**src/rtl/mem_arb_pkg.sv**
```systemverilog
// Shared encodings for the multi-port byte-serial memory arbiter.
package mem_arb_pkg;
   localparam int         BYTE_W    = 8;
   localparam logic [1:0] IO_REGION = 2'b11;

   typedef enum logic [1:0] {SZ_BYTE = 2'd0, SZ_HALF = 2'd1, SZ_WORD = 2'd2, SZ_WORD3 = 2'd3} size_e;
   typedef enum logic [1:0] {IDLE = 2'd0, XFER = 2'd1, TAIL = 2'd2, DONE = 2'd3} state_e;

   typedef struct packed {
      logic        we;
      logic [1:0]  last;
      logic [31:0] wdata;
   } xfer_t;

   // Index of the final byte of a transfer; size 3 behaves as a word.
   function automatic logic [1:0] last_idx(input logic [1:0] size);
      case (size_e'(size))
         SZ_BYTE: return 2'd0;
         SZ_HALF: return 2'd1;
         default: return 2'd3;
      endcase
   endfunction
endpackage

```
**src/rtl/rr_arbiter.sv**
```systemverilog
// Combinational one-hot arbiter: fixed priority (MODE 0) or rotating from ptr (MODE 1).
module rr_arbiter #(
   parameter int NUM_PORTS = 2,
   parameter int MODE      = 0,
   parameter int PTR_W     = (NUM_PORTS > 1) ? $clog2(NUM_PORTS) : 1
) (
   input  logic [NUM_PORTS-1:0] req,
   input  logic [PTR_W-1:0]     ptr,
   output logic [NUM_PORTS-1:0] gnt
);
   logic [PTR_W-1:0]     sh;
   logic [NUM_PORTS-1:0] rot;
   logic [NUM_PORTS-1:0] first;

   // Rotate so ptr sits at bit 0, isolate the lowest set bit, rotate back.
   assign sh    = (MODE != 0) ? ptr : '0;
   assign rot   = NUM_PORTS'({req, req} >> sh);
   assign first = rot & (~rot + NUM_PORTS'(1));
   assign gnt   = NUM_PORTS'({first, first} << sh >> NUM_PORTS);
endmodule

```
**src/rtl/mem_arbiter.sv**
```systemverilog
// Arbitrates NUM_PORTS clients onto the byte-serial external memory bus,
// one transfer at a time, with IO back-pressure and an rdy pause.
module mem_arbiter
   import mem_arb_pkg::*;
#(
   parameter int NUM_PORTS = 2,
   parameter int ARB_MODE  = 0,
   parameter int ADDR_W    = 32
) (
   input  logic                             clk,
   input  logic                             rst,
   input  logic                             rdy,
   input  logic [NUM_PORTS-1:0]             req_valid,
   input  logic [NUM_PORTS-1:0]             req_we,
   input  logic [NUM_PORTS-1:0][1:0]        req_size,
   input  logic [NUM_PORTS-1:0][ADDR_W-1:0] req_addr,
   input  logic [NUM_PORTS-1:0][31:0]       req_wdata,
   output logic [NUM_PORTS-1:0]             req_ready,
   output logic [NUM_PORTS-1:0]             resp_valid,
   output logic [31:0]                      resp_rdata,
   input  logic [7:0]                       mem_din,
   output logic [7:0]                       mem_dout,
   output logic [31:0]                      mem_a,
   output logic                             mem_wr,
   input  logic                             io_buffer_full
);
   localparam int PTR_W = (NUM_PORTS > 1) ? $clog2(NUM_PORTS) : 1;

   state_e               state_q, state_d;
   logic [NUM_PORTS-1:0] port_q, port_d;
   logic [PTR_W-1:0]     ptr_q, ptr_d, gidx;
   logic [ADDR_W-1:0]    addr_q, addr_d, sel_addr, cur_addr;
   xfer_t                xfer_q, xfer_d;
   logic [1:0]           cnt_q, cnt_d, cap_idx_q, cap_idx_d, sel_size;
   logic [31:0]          rdata_q, rdata_d, sel_wdata;
   logic                 cap_q, cap_d, sel_we;
   logic [NUM_PORTS-1:0] arb_req, gnt;
   logic                 run, stall, issue, in_xfer;

   assign run      = rdy & ~rst;
   assign arb_req  = (state_q == IDLE && run) ? req_valid : '0;
   assign cur_addr = addr_q + ADDR_W'(cnt_q);
   assign stall    = xfer_q.we & io_buffer_full & (cur_addr[17:16] == IO_REGION);
   assign in_xfer  = (state_q == XFER) & run;
   assign issue    = in_xfer & ~stall;

   rr_arbiter #(.NUM_PORTS(NUM_PORTS), .MODE(ARB_MODE), .PTR_W(PTR_W)) u_arb (
      .req(arb_req), .ptr(ptr_q), .gnt(gnt)
   );

   always_comb begin
      sel_addr  = '0;
      sel_we    = 1'b0;
      sel_size  = '0;
      sel_wdata = '0;
      gidx      = '0;
      for (int p = 0; p < NUM_PORTS; p++) begin
         if (gnt[p]) begin
            sel_addr  = req_addr[p];
            sel_we    = req_we[p];
            sel_size  = req_size[p];
            sel_wdata = req_wdata[p];
            gidx      = PTR_W'(p);
         end
      end
   end

   always_comb begin
      state_d   = state_q;
      port_d    = port_q;
      ptr_d     = ptr_q;
      addr_d    = addr_q;
      xfer_d    = xfer_q;
      cnt_d     = cnt_q;
      rdata_d   = rdata_q;
      // A read byte lands the cycle after it is issued, whatever rdy does then.
      cap_d     = issue & ~xfer_q.we;
      cap_idx_d = cnt_q;
      if (cap_q) rdata_d[BYTE_W*cap_idx_q +: BYTE_W] = mem_din;
      case (state_q)
         IDLE: if (|gnt) begin
            port_d  = gnt;
            addr_d  = sel_addr;
            xfer_d  = '{we: sel_we, last: last_idx(sel_size), wdata: sel_wdata};
            cnt_d   = '0;
            rdata_d = '0;
            ptr_d   = (gidx == PTR_W'(NUM_PORTS-1)) ? '0 : gidx + PTR_W'(1);
            state_d = XFER;
         end
         XFER: if (issue) begin
            if (cnt_q == xfer_q.last) state_d = xfer_q.we ? DONE : TAIL;
            else                      cnt_d   = cnt_q + 2'd1;
         end
         TAIL:    if (run) state_d = DONE;
         default: if (run) state_d = IDLE;
      endcase
   end

   always_ff @(posedge clk) begin
      if (rst) begin
         state_q   <= IDLE;
         port_q    <= '0;
         ptr_q     <= '0;
         addr_q    <= '0;
         xfer_q    <= '0;
         cnt_q     <= '0;
         rdata_q   <= '0;
         cap_q     <= 1'b0;
         cap_idx_q <= '0;
      end else begin
         state_q   <= state_d;
         port_q    <= port_d;
         ptr_q     <= ptr_d;
         addr_q    <= addr_d;
         xfer_q    <= xfer_d;
         cnt_q     <= cnt_d;
         rdata_q   <= rdata_d;
         cap_q     <= cap_d;
         cap_idx_q <= cap_idx_d;
      end
   end

   assign req_ready  = gnt;
   assign resp_valid = (state_q == DONE && run) ? port_q : '0;
   assign resp_rdata = rdata_q;
   assign mem_a      = in_xfer ? 32'(cur_addr) : '0;
   assign mem_wr     = issue & xfer_q.we;
   assign mem_dout   = (in_xfer && xfer_q.we) ? xfer_q.wdata[BYTE_W*cnt_q +: BYTE_W] : '0;
endmodule

```
**config.mk**
```make
export PLATFORM = sky130hd
export DESIGN_NAME = mem_arbiter
export DESIGN_NICKNAME = d
export VERILOG_FILES = /design/src/rtl/mem_arb_pkg.sv /design/src/rtl/rr_arbiter.sv /design/src/rtl/mem_arbiter.sv
export SDC_FILE = /design/constraint.sdc
export NUM_CORES = 1
export LEC_CHECK = 0
export CAP_MARGIN = 20
export CELL_PAD_IN_SITES_DETAIL_PLACEMENT = 0
export CELL_PAD_IN_SITES_GLOBAL_PLACEMENT = 1
export CORE_MARGIN = 3
export CORE_UTILIZATION = 30
export CTS_BUF_LIST = sky130_fd_sc_hd__clkbuf_16
export DETAILED_ROUTE_END_ITERATION = 8
export PLACE_DENSITY_LB_ADDON = 0.1
export SETUP_SLACK_MARGIN = 0.15
export SKIP_LAST_GASP = 1
export SLEW_MARGIN = 20
export SYNTH_ARGS = -nofsm -noshare
export SYNTH_HDL_FRONTEND = slang
export SYNTH_SLANG_ARGS = --single-unit
```
**constraint.sdc**
```tcl
create_clock -name clk -period 2.56 [get_ports clk]
set_input_delay 0.256 -clock clk [delete_from_list [all_inputs] [get_ports clk]]
set_output_delay 0.256 -clock clk [all_outputs]
set_load 0.03 [all_outputs]
```
==> impl_metrics.toml, run 1 <==
[critical_path]
crit_family = "simple AND/OR/NAND/NOR gates"
critPathKind = "reg -> out"
worstPathCellList = "ha_4 -> a21o_1 -> nand4_4 -> or3_4 -> or3_4 -> a21oi_2 -> buf_6"
slowest_stage = "or3_4"
end_kind = "primary output"
cp_max_fo = 4
crit_path_max_incr_delay_ns = 0.39
crit_buf_inv = 1
arrival_ns = 2.28
cp_common_cell = "or3_4"
critPathRequiredTime_ns = 2.30
startpoint_type = "flop"

[global_route]
antenna_found_initial = 2
grt_pass1_wl_um = 29440
grt_max_degree = 69
overflow = 0
grt_pass1_vias = 5544
grtUsageTotal_pct = 20.01

[power_and_ir_drop]
p_int_mw = 3.052
leakage_nw = 3.115
switchingPower_mw = 1.372
p_clk_share_pct = 30.1
swShare_pct = 31.01
combPwrFrac_pct = 25.2
vdd_drop_max_v = 0.0003167
p_per_area_nw_per_um2 = 532.6
p_seq_share_pct = 44.7

[synth]
avgSynthCellArea_um2 = 8.606
ys.flop_type = "dfxtp_1"
synth-seq-cells = 108
ys_types = 44
synth-edff-count = 0
netlist_instances = 607
synth_nets = 768
ys_seq_area_share_pct = 41.39
synthArstFlopShare_pct = 0
syn_area_um2 = 5224
ys.warnings.count = 0

[placement]
numPortBuffers = 224
gp_congestion = 0.8385
dpl.hpwl_um = 13930
place_ws_ns = 0.09459

[cells_and_area]
nFillCells = 1652
seq_area_um2 = 2170
multi_input_area_um2 = 3004
drive_gt1_share_pct = 18.09
diodes = 0
area_growth_pct = 59.02
layout_common_cells = "180 x clkdlybuf4s50_1, 102 x dfxtp_1, 81 x a22oi_1"
nets = 1002
final_common_cell = "clkdlybuf4s50_1"

[sta]
skew_ns = 0.005660
rsz0062_at_grt = "yes"
hold_slack_ns = 0.2235
period_share_pct = 99.19
finalWorstPathRequiredPeriod_ns = 2.539
fmax_ghz = 0.3938
hold_viol_final = 0
report.final.slew_viol_count = 0
setup_viol = 0
relSlewSlack_pct = 57.22
tightest_slew_ns = 0.6327
fin_setup_tns_ns = 0
fin_ws_ns = 0.02063

[clock_tree]
cts_buffers = 9
clock-sinks = 108
clk_pin_slew_worst_paths_ns = 0.07
clock-root-buffer = "clkbuf_16"
h-tree-depth = 3
clockBufferDepth = 2
clk_latency_ns = 0.35
holdBufCountCts = 0
cts_tree = "built"

[die]
ios = 225
die_y_um = 138.0
start_util_pct = 31.06
core_um2 = 16820
num_rows = 47
die_w_um = 138.0
die-area_um2 = 19030

[route]
drt_iter0_drc = 428
wl_per_cell_um = 18.03
vias = 5556
drt_wl_total_um = 19220
ant_nets = 0
dr.pass1.iters = 6
route.detailed.drc = 0
vias_per_cell = 5.212

[job]
max_cap_viol_count = 0

[worst_hold_path]
min_path_type = "in -> reg"

[status]
status = "finished, final reports clean"
==> cell usage after synthesis, types with 2 or more instances <==
cell | number | area share, %
mux2_4 | 2 | 0.57
and2_1 | 4 | 0.48
a21oi_1 | 57 | 5.5
or3_1 | 7 | 0.84
xnor2_1 | 11 | 1.8
nand4_1 | 6 | 0.72
nand2_1 | 70 | 5.0
dfxtp_1 | 108 | 41
a211oi_1 | 2 | 0.29
o21ai_0 | 5 | 0.48
nor4_1 | 4 | 0.48
and4_1 | 4 | 0.67
clkbuf_1 | 32 | 2.3
nor2b_1 | 3 | 0.36
a22oi_1 | 81 | 12
mux4_2 | 8 | 3.4
buf_1 | 6 | 0.43
o221ai_1 | 2 | 0.34
xor2_1 | 14 | 2.3
buf_2 | 3 | 0.29
a31oi_1 | 2 | 0.24
nand3_1 | 16 | 1.5
nor3_1 | 7 | 0.67
nor2_1 | 65 | 4.7
inv_1 | 27 | 1.9
ha_1 | 12 | 2.9
a222oi_1 | 17 | 3.3
and3_1 | 16 | 1.9
==> cells by family after synthesis <==
family	after synthesis	share of synthesized area [%]
muxes	10	4.024
buffers and inverters	68	4.958
adders and majority gates	13	3.257
xor gates and xnor gates	25	4.192
and+or+nand+nor	211	19.16
AOI/OAI and AO/OA	172	23.02
DFF	108	41.39
==> per-stage QoR <==
step	instances	power, mW	cell area [µm²]	utilization [%]
2_1_floorplan	607	2.568	5228	-
3_3_place_gp	1035	3.062	7704	45.80
3_5_place_dp	1035	3.086	7704	45.80
4_1_cts	1065	4.462	8253	49.07
5_1_grt	1066	4.675	8307	49.39
6_report	1066	4.424	8307	49.39
==> power by group through the flow <==
stage,Clock (mW),Sequential (mW),Combinational [mW]
floorplan,0,1.98,0.592
global placement,0,2.00,1.06
detailed placement,0,2.00,1.08
CTS,1.38,1.97,1.11
global route,1.45,2.00,1.23
finish,1.33,1.98,1.11
==> layer usage <==
layer	track usage (%)	share of wire (%)	wire length [µm]	vias to the layer above
met5	0	0.10	20	-
met4	5.434	1.7	319	4
met3	5.334	7.3	1407	26
met2	32.75	47	9114	200
met1	26.15	43	8358	2649
li1	-	-	-	2677
==> registers in the layout, summed over array words and instances (netlist names) <==
name and flops:
xfer_q 35, resp_rdata 32, cap_idx_d 2, cap_q 1, cap_idx_q 2, state_q 2, port_q 2, addr_q 32
==> layout make-up <==
class                           count  area share (%)
Timing Repair Buffer              264           29.87
Sequential cell                   108           26.12
Clock buffer                        9           2.711
Tap cell                          220           3.314
Multi-Input combinational cell    431           36.17
Inverter                           27           1.220
Clock inverter                      7          0.6025
==> path summary, 6_finish.rpt <==
path	depth (start not counted)	slack [ns]	to	from
worst min-delay path	2	0.22	xfer_q[33]	rst
worst max-delay path	7	0.02	mem_a[27]	addr_q[1]
worst max register to register	9	0.21	cap_idx_d[1]	addr_q[1]
worst min register to register	2	0.46	port_q[0]	port_q[0]
==> timing repair <==
item,CTS,global route
gates resized for setup,40,11
setup endpoints to repair,25,33
pin swaps,23,17
gates cloned,0,0
buffers inserted,14,1
Power figures use the tool's default switching activity.
==> run 2, diff against run 1 <==
- TNS_END_PERCENT: default -> 100
==> results of run 2 <==
Final layout, timing and power as in run 1 (identical DEF).
==> run 3, diff against run 2 <==
- CORE_ASPECT_RATIO: default -> 0.7
==> run 3 against run 2 <==
  * Global-route usage grew 0.43 points
  * Worst setup slack lost 0.0077 ns
  * Count of clock-buffer cells in the layout is the same
  * Total power grew 2.5%
  * Sequential cell count is the same
  * Critical endpoint unchanged
==> impl_metrics.toml, run 3 (synthesized netlist as in run 1, its figures left out) <==
[route]
met3_length_um = 1405
vias_per_cell = 5.224
ant_nets = 0
drt_wl_total_um = 20030
met2_length_um = 9149
vias = 5574
highest_layer = "met4"
route.detailed.drc = 0
drt_iter0_drc = 459
wl_per_cell_um = 18.77
wl_met1_um = 9313
dr.pass1.iters = 5

[critical_path]
slowest_stage = "or3_4"
crit_start = "cap_idx_d[1]"
end_kind = "primary output"
cp_max_fo = 6
reg2reg_to = "cap_idx_d[1]"
startpoint_type = "flop"
reg2regPathDepth = 9
crit-reg2reg-launch = "cap_idx_d[0]"
critPathRequiredTime_ns = 2.30
crit_path_max_incr_delay_ns = 0.40
crit_family = "simple AND/OR/NAND/NOR gates"
crit_buf_inv = 1
r2r_slack_ns = 0.23
critPathKind = "reg -> out"
arrival_ns = 2.29
worstPathCellList = "ha_1 -> a21o_1 -> nand4_4 -> or3_4 -> or3_1 -> a21oi_2 -> buf_6"

[cells_and_area]
nets = 999
regMostFlops = "xfer_q"
largest_register_ffs = 35
final_cell_area_um2 = 8338
area_growth_pct = 59.62
fin_util_pct = 49.96
final_common_cell = "clkdlybuf4s50_1"
drive_gt1_share_pct = 18.41
layout_common_cells = "179 x clkdlybuf4s50_1, 99 x dfxtp_1, 81 x a22oi_1"
finalNonFillerCells = 1067
diodes = 0

[sta]
fin_setup_tns_ns = 0
hold_viol_final = 0
report.final.slew_viol_count = 0
skew_ns = 0.007278
rsz0062_at_grt = "yes"
setup_viol = 0
tightest_slew_ns = 0.8669
finalWorstPathRequiredPeriod_ns = 2.547
fmax_ghz = 0.3926
hold_slack_ns = 0.3995
relSlewSlack_pct = 42.14
fin_ws_ns = 0.01291
period_share_pct = 99.50

[global_route]
grt_pass1_vias = 5511
grt_pass1_wl_um = 30360
overflow = 0
grt_max_degree = 68
antenna_found_initial = 0
grtUsageTotal_pct = 20.44

[power_and_ir_drop]
p_per_area_nw_per_um2 = 543.6
leakage_nw = 3.141
vdd_drop_max_v = 0.0003211
fin_total_pwr_mw = 4.533

[clock_tree]
cts_buffers = 9
holdBufCountCts = 0
h-tree-depth = 3
clk_pin_slew_worst_paths_ns = 0.07
clk_latency_ns = 0.35
clock-root-buffer = "clkbuf_16"
cts_tree = "built"
clockBufferDepth = 2
clock-sinks = 108

[job]
max_cap_viol_count = 0

[placement]
gp_congestion = 0.8142
dpl.hpwl_um = 14340
placed_cell_area_um2 = 7725
numPortBuffers = 224
dp_cells = 1038
place_ws_ns = 0.02502

[die]
die-area_um2 = 19060
num_rows = 39
core_um2 = 16690
ios = 225
start_util_pct = 31.30
die_w_um = 163.7
die_y_um = 116.4

[status]
status = "finished, final reports clean"

[worst_hold_path]
holdPathEnd = "addr_q[31]"
hold_path_startpoint = "rst"
whs_path_depth = 3
min_path_type = "in -> reg"
[run 3: where the power goes]
| group | internal, mW | leakage (nW) | total [mW] | switching, mW |
|---|---|---|---|---|
| logic | 0.538 | 2.11 | 1.11 | 0.572 |
| registers | 1.83 | 0.881 | 1.99 | 0.152 |
| clock network | 0.767 | 0.148 | 1.44 | 0.670 |
[run 3: worst max path at each step]
stage                         to  slack (ns)  depth (start not counted)
detailed placement  cap_idx_d[1]        0.03                          8
global placement    cap_idx_d[1]        0.09                          8
finish                 mem_a[27]        0.01                          7
global route           mem_a[24]       -0.12                          9
CTS                    mem_a[31]       0.007                          8
floorplan           cap_idx_d[1]        0.22                          8
[run 3: area by class of cell]
class / count / area, µm²
Clock buffer: 9 / 225.2
Clock inverter: 6 / 72.57
Fill cell: 1568 / 8351
Inverter: 27 / 101.3
Multi-Input combinational cell: 431 / 3000
Sequential cell: 108 / 2173
Tap cell: 225 / 281.5
Timing Repair Buffer: 261 / 2484
[run 3: timing repair]
action,CTS,global route
resized for setup,45,10
endpoints found under the setup margin,29,25
pin swaps,22,19
setup buffers,10,4
[run 3: routing by layer]
metal  vias up  global-route usage, %
li1       2677                      -
met1      2691                  28.79
met2       195                  32.24
met3        11                  5.034
met4         0                  3.831
met5         -                      0
[run 3: worst reg2reg max path, delay by kind of cell (launching register included)]
family | cells | cell delay (ns)
xor+xnor | 1 | 0.22
fa+ha+maj | 2 | 0.49
flops | 1 | 0.34
compound gates | 2 | 0.25
buf+inv | 1 | 0.13
simple gates | 3 | 0.81
